===== config.mk =====
export PLATFORM = sky130hd
export DESIGN_NAME = wb_crc32_reader_flat
export DESIGN_NICKNAME = d
export VERILOG_FILES = /design/src/rtl/wb_crc32_pkg.sv /design/src/rtl/wb_if.sv /design/src/rtl/crc32_word_step.sv /design/src/rtl/wb_crc32_reader.sv /design/src/flat_wrapper.sv
export SDC_FILE = /design/constraint.sdc
export NUM_CORES = 1
export LEC_CHECK = 0
export CAP_MARGIN = 25
export CELL_PAD_IN_SITES_DETAIL_PLACEMENT = 1
export CELL_PAD_IN_SITES_GLOBAL_PLACEMENT = 1
export CORE_AREA = 3 3 154 171
export DETAILED_ROUTE_END_ITERATION = 6
export DIE_AREA = 0 0 157 174
export GPL_TIMING_DRIVEN = 0
export PLACE_DENSITY_LB_ADDON = 0.1
export SLEW_MARGIN = 20
export SYNTH_ARGS = -nofsm -noshare
export SYNTH_HDL_FRONTEND = slang
export SYNTH_HIERARCHICAL = 1
export SYNTH_SLANG_ARGS = --single-unit

===== constraint.sdc =====
create_clock -name clk -period 5.3 [get_ports clk]
set_clock_uncertainty 0.15 [all_clocks]
set_input_delay 1.59 -clock clk [delete_from_list [all_inputs] [get_ports clk]]
set_output_delay 1.59 -clock clk [all_outputs]
set_load 0.01 [all_outputs]

===== src/rtl/wb_crc32_pkg.sv =====
// Shared CRC-32 constants, FSM state type and the bytewise reflected CRC step
// used by the Wishbone CRC reader.
package wb_crc32_pkg;

  localparam logic [31:0] CRC_POLY   = 32'hEDB88320;
  localparam logic [31:0] CRC_INIT   = 32'hFFFFFFFF;
  localparam logic [31:0] CRC_XOROUT = 32'hFFFFFFFF;

  typedef enum logic [1:0] {
    IDLE,
    REQ,
    DRAIN,
    DONE
  } state_t;

  // Reflected CRC-32 over one byte, bit 0 of the byte shifted in first.
  function automatic logic [31:0] crc32_byte(input logic [31:0] crc, input logic [7:0] data);
    logic [31:0] c;
    c = crc ^ {24'h000000, data};
    for (int i = 0; i < 8; i++) begin
      c = c[0] ? ((c >> 1) ^ CRC_POLY) : (c >> 1);
    end
    return c;
  endfunction

endpackage


===== src/rtl/wb_if.sv =====
// Pipelined Wishbone B4 bundle (32-bit data, byte selects, stall).
interface wb_if;
  logic        cyc;
  logic        stb;
  logic        we;
  logic [3:0]  sel;
  logic [31:0] adr;
  logic [31:0] dat_m;
  logic [31:0] dat_s;
  logic        ack;
  logic        err;
  logic        stall;

  modport master (
    output cyc, stb, we, sel, adr, dat_m,
    input  dat_s, ack, err, stall
  );

  modport slave (
    input  cyc, stb, we, sel, adr, dat_m,
    output dat_s, ack, err, stall
  );
endinterface


===== src/rtl/crc32_word_step.sv =====
// Combinational CRC-32 update for one 32-bit word, least significant byte first.
module crc32_word_step
  import wb_crc32_pkg::*;
(
  input  logic [31:0] crc_in,
  input  logic [31:0] data,
  output logic [31:0] crc_out
);

  logic [31:0] crc_b0;
  logic [31:0] crc_b1;
  logic [31:0] crc_b2;

  assign crc_b0  = crc32_byte(crc_in, data[7:0]);
  assign crc_b1  = crc32_byte(crc_b0, data[15:8]);
  assign crc_b2  = crc32_byte(crc_b1, data[23:16]);
  assign crc_out = crc32_byte(crc_b2, data[31:24]);

endmodule


===== src/rtl/wb_crc32_reader.sv =====
// Pipelined Wishbone read initiator folding a word-aligned RAM window into a CRC-32.
// Optional CRC32_EXPECT_CHECK_EN adds expect_crc input and match output.
module wb_crc32_reader
  import wb_crc32_pkg::*;
#(
  parameter int MAX_OUT = 4,
  parameter int LEN_W   = 16
) (
  input  logic             clk,
  input  logic             rst_n,
  wb_if.master             wb,
  input  logic             start,
  input  logic [31:0]      base_addr,
  input  logic [LEN_W-1:0] len_words,
`ifdef CRC32_EXPECT_CHECK_EN
  input  logic [31:0]      expect_crc,
  output logic             match,
`endif
  output logic             busy,
  output logic             done,
  output logic             error,
  output logic [31:0]      crc
);

  localparam logic [3:0] MAX_OUT_C = 4'(MAX_OUT);

  state_t           state;
  state_t           state_nxt;
  logic [31:0]      adr;
  logic [LEN_W-1:0] remaining;
  logic [3:0]       outstanding;
  logic [31:0]      crc_acc;
  logic [31:0]      crc_step;
  logic             cyc;
  logic             stb;
  logic             issue;
  logic             resp;
  logic             resp_ack;
  logic             resp_err;
  logic             unused_addr_bits;

`ifdef CRC32_EXPECT_CHECK_EN
  logic [31:0]      expect_q;
`endif

  assign unused_addr_bits = ^base_addr[1:0];

  assign cyc      = (state == REQ) || (state == DRAIN);
  assign stb      = (state == REQ) && (remaining != '0) && (outstanding < MAX_OUT_C);
  assign issue    = stb && !wb.stall;
  // Responses beyond the issued count are ignored so the counter cannot underflow.
  assign resp     = cyc && (wb.ack || wb.err) && (outstanding != 4'd0);
  assign resp_err = resp && wb.err;
  assign resp_ack = resp && !wb.err;

  assign wb.cyc   = cyc;
  assign wb.stb   = stb;
  assign wb.we    = 1'b0;
  assign wb.sel   = 4'hF;
  assign wb.adr   = adr;
  assign wb.dat_m = 32'h0;

  crc32_word_step u_step (
    .crc_in  (crc_acc),
    .data    (wb.dat_s),
    .crc_out (crc_step)
  );

  always_comb begin
    state_nxt = state;
    case (state)
      IDLE:    if (start) state_nxt = (len_words != '0) ? REQ : DONE;
      REQ:     if (resp_err || (remaining == '0)) state_nxt = DRAIN;
      DRAIN:   if (outstanding == 4'd0) state_nxt = DONE;
      DONE:    state_nxt = IDLE;
      default: state_nxt = IDLE;
    endcase
  end

  always_ff @(posedge clk or negedge rst_n) begin
    if (!rst_n) begin
      state <= IDLE;
    end else begin
      state <= state_nxt;
    end
  end

  always_ff @(posedge clk or negedge rst_n) begin
    if (!rst_n) begin
      adr         <= 32'h0;
      remaining   <= '0;
      outstanding <= 4'd0;
      crc_acc     <= CRC_INIT;
      crc         <= 32'h0;
      busy        <= 1'b0;
      done        <= 1'b0;
      error       <= 1'b0;
`ifdef CRC32_EXPECT_CHECK_EN
      expect_q    <= 32'h0;
      match       <= 1'b0;
`endif
    end else begin
      done <= (state_nxt == DONE);

      case ({issue, resp})
        2'b10:   outstanding <= outstanding + 4'd1;
        2'b01:   outstanding <= outstanding - 4'd1;
        default: outstanding <= outstanding;
      endcase

      case (state)
        IDLE: begin
          if (start) begin
            error <= 1'b0;
`ifdef CRC32_EXPECT_CHECK_EN
            expect_q <= expect_crc;
`endif
            if (len_words != '0) begin
              adr       <= {base_addr[31:2], 2'b00};
              remaining <= len_words;
              crc_acc   <= CRC_INIT;
              busy      <= 1'b1;
            end else begin
              crc <= 32'h0;
`ifdef CRC32_EXPECT_CHECK_EN
              match <= (expect_crc == 32'h0);
`endif
            end
          end
        end
        REQ, DRAIN: begin
          if (issue) begin
            adr       <= adr + 32'd4;
            remaining <= remaining - LEN_W'(1);
          end
          // An error stops further issue; words still in flight are drained but not folded.
          if (resp_err) begin
            error     <= 1'b1;
            remaining <= '0;
          end
          if (resp_ack && !error) begin
            crc_acc <= crc_step;
          end
          if (state_nxt == DONE) begin
            crc  <= crc_acc ^ CRC_XOROUT;
            busy <= 1'b0;
`ifdef CRC32_EXPECT_CHECK_EN
            match <= ((crc_acc ^ CRC_XOROUT) == expect_q) && !error;
`endif
          end
        end
        default: ;
      endcase
    end
  end

endmodule


===== src/flat_wrapper.sv =====
// flat-port wrapper written by rule: the top's interface ports become plain ports
module wb_crc32_reader_flat import wb_crc32_pkg::*;
#(
  parameter int MAX_OUT = 4,
  parameter int LEN_W   = 16
)
  (clk, rst_n, start, base_addr, len_words, busy, done, error, crc, wb_cyc, wb_stb, wb_we, wb_sel, wb_adr, wb_dat_m, wb_dat_s, wb_ack, wb_err, wb_stall);
  wb_if wb_i ();
  input  logic clk;
  input  logic rst_n;
  input  logic start;
  input  logic [31:0] base_addr;
  input  logic [LEN_W-1:0] len_words;
  output logic busy;
  output logic done;
  output logic error;
  output logic [31:0] crc;
  output wire logic [$bits(wb_i.cyc)-1:0] wb_cyc;
  output wire logic [$bits(wb_i.stb)-1:0] wb_stb;
  output wire logic [$bits(wb_i.we)-1:0] wb_we;
  output wire logic [$bits(wb_i.sel)-1:0] wb_sel;
  output wire logic [$bits(wb_i.adr)-1:0] wb_adr;
  output wire logic [$bits(wb_i.dat_m)-1:0] wb_dat_m;
  input wire logic [$bits(wb_i.dat_s)-1:0] wb_dat_s;
  input wire logic [$bits(wb_i.ack)-1:0] wb_ack;
  input wire logic [$bits(wb_i.err)-1:0] wb_err;
  input wire logic [$bits(wb_i.stall)-1:0] wb_stall;
  assign wb_cyc = wb_i.cyc;
  assign wb_stb = wb_i.stb;
  assign wb_we = wb_i.we;
  assign wb_sel = wb_i.sel;
  assign wb_adr = wb_i.adr;
  assign wb_dat_m = wb_i.dat_m;
  assign wb_i.dat_s = wb_dat_s;
  assign wb_i.ack = wb_ack;
  assign wb_i.err = wb_err;
  assign wb_i.stall = wb_stall;
  wb_crc32_reader #(.MAX_OUT(MAX_OUT), .LEN_W(LEN_W)) u_core (.clk(clk), .rst_n(rst_n), .wb(wb_i), .start(start), .base_addr(base_addr), .len_words(len_words), .busy(busy), .done(done), .error(error), .crc(crc));
endmodule

==> flow_summary.toml <==
[sta]
rsz0062_at_grt = "true"
worst_pin_slew_ns = 0.951
period_minus_slack_ns = 5.30
slew_headroom = 0.363
setup_viol = 0
max_clock_freq_mhz = 189
final_hold_viol_count = 0
fin_crit_sh = 1.00
report.final.slew_viol_count = 0
finalWorstSetupSlack_ns = 0.00108

[drt]
wl_mm = 35.8
ant_nets = 0
drc = 0
wire_per_inst_um = 22.9
via_count = 8740
drt-initial-drc-count = 493
vias_per_cell = 5.58
dr.pass1.iters = 5

[floorplan]
die_area_um2 = 27300
die_h_um = 174
start_util = 0.423
die_x_um = 157
io_pins = 192
rows = 60
core_area_um2 = 24500

[worst_setup_path]
critPathLaunchType = "input pin"
worstRegToRegCells = 9
crit_path_end_kind = "flop"
setup.worst_path.class = "input pin to flop"
crit_path_max_fanout = 8
arrival_ns = 5.48
r2r_slack_ns = 1.05
r2r_end = "u_core/crc_acc[19]"
r2r_start = "u_core/crc_acc[0]"
cp.required_ns = 5.48

[synthesis]
synthTopCellsByArea = "dfrtp_1 (21%), xnor3_1 (15%), xnor2_1 (8.2%)"
synth_top_area_frac = 0.210
synth-edff-count = 0
synth.distinct_cells = 72
syn-instance-count = 1005
synth_flop_cell = "dfrtp_1"
synth_top_cells_by_count = "xnor2_1 (97), o21ai_0 (92), dfrtp_1 (87), xnor3_1 (69), nand2_1 (55)"
yosys.cell_count.top_type = "xnor2_1"
ys_seq_area_frac = 0.291
async_flop_share = 1.00
yosys_warnings = 6
syn_area_per_cell_um2 = 10.3
yosys_register_bits = 119
synth_area_leader_cell = "dfrtp_1"
synth_area_um2 = 10400

[hold_path]
hold_path.class = "flop to flop"
min_from = "u_core/crc[14]"
hold_depth = 1
hold-path-endpoint = "u_core/crc[14]"

[clocking]
clk_pin_slew_ns = 0.07
cts_tree = "yes"
cts_buffers = 17
htreeDepth = 4
cts_sinks = 119
cts-root-buf = "clkbuf_16"
worstSkewPairLatency_ns = 0.42
clockBufferDepth = 2
ctsHoldBuffers = 0

[cells_and_area]
area_growth_pct = 31.3
antennaDiodeCount = 0
layout.nets = 1339
nFillCells = 2698
layout-drive-gt1-share = 0.175
fin_area_um2 = 13600

[place]
gp_congestion = 0.904
post-dp-hpwl_mm = 26.8
dpl-instance-area_um2 = 12400
portBuffers = 150
dp_slack_ns = -0.889

[global_route]
grt_pass1_wl_mm = 54.4
overflow = 0
grtUsageTotal = 0.257
antenna_found_initial = 0
grt_max_degree = 66
grt_pass1_vias = 9281

[job]
max_cap_violations = 0

[outcome]
status = "finished, final reports clean"
## logic make-up after synthesis
kind of cell	after synthesis	synth area share
compound gates	245	0.156
simple gates	245	0.128
xor+xnor	240	0.339
buf+inv	140	0.0691
flops	119	0.291
fa+ha+maj	11	0.0140
mux	3	0.00301
other cells	2	0.000724
## registers in the layout, indices dropped and copies added, names as in the netlist
signal and cells:
u_core/outstanding 4, u_core/busy 1, u_core/done 1, u_core/crc 32
u_core/wb.adr 30, u_core/error 1, u_core/remaining 16, u_core/crc_acc 32
u_core/state 2
## cells in the final DEF, fill, tap and decap left out, drive strengths merged, types with 23 or more instances in the layout
cell type / Yosys / layout
xnor3: 77 / 77
nand3: 23 / 23
and3: 37 / 37
xor2: 43 / 43
o21ai: 97 / 97
inv: 49 / 59
dfstp: 32 / 32
clkbuf: 40 / 59
clkdlybuf4s50: 0 / 148
dfrtp: 87 / 87
a21oi: 31 / 31
a211o: 34 / 34
buf: 51 / 83
xnor2: 110 / 110
conb: 2 / 39
nand2: 55 / 55
nor4: 46 / 46
nor2: 32 / 32
## area by class of cell
class	count	area (µm²)	area share
multi-input cells	783	7120	0.523
repair buffers	181	1780	0.131
clock buffers	19	475	0.0349
well taps	310	388	0.0285
plain buffers	91	533	0.0391
clock inverters	13	123	0.00900
inverters	49	184	0.0135
flip-flops and latches	119	3020	0.222
## routing by layer
layer / vias up / track usage / wire length (µm)
met5: - / 0 / 0
met4: 0 / 0.0821 / 1070
met3: 50 / 0.0421 / 1590
met2: 258 / 0.447 / 18400
met1: 4382 / 0.324 / 14700
li1: 4050 / - / -
## repair_timing
action / CTS / global route
endpoints found under the hold margin: 0 / 0
gates resized for setup: 25 / 26
setup buffers: 14 / 16
endpoints found under the setup margin: 25 / 19
pin swaps: 11 / 17
## worst max path at each step
stage,start,to
2_1_floorplan,wb_dat_s[5],u_core/crc_acc[19]
3_3_place_gp,rst_n,u_core/crc[26]
3_5_place_dp,wb_dat_s[5],u_core/crc_acc[15]
4_1_cts,wb_dat_s[2],u_core/crc_acc[22]
5_1_grt,wb_dat_s[4],u_core/crc_acc[6]
6_report,wb_dat_s[4],u_core/crc_acc[20]
## through the flow
step | hold slack (ns) | setup TNS, ns | cells | utilization
CTS | 0.362 | -0.0751 | 1549 | 0.543
detailed placement | 0.350 | -20.10 | 1503 | 0.507
finish | 0.361 | 0 | 1565 | 0.555
global placement | 0.333 | -272.11 | 1502 | 0.505
global route | 0.383 | -0.269 | 1565 | 0.555
floorplan | 0.327 | 0 | 1042 | -
## critical path: stages
cell and delay, ns:
clkdlybuf4s50_1 0.57, xor2_4 0.18, buf_12 0.15, xnor3_2 0.52, xnor3_1 0.55, xnor3_2 0.38, xnor2_4 0.31, xnor3_2 0.54
xnor3_1 0.34, o21ai_0 0.22, o21ai_0 0.13
Power is left out: the tool's default activity adds up to more than one toggle a clock period on the data nets, which glitch-free logic cannot reach.
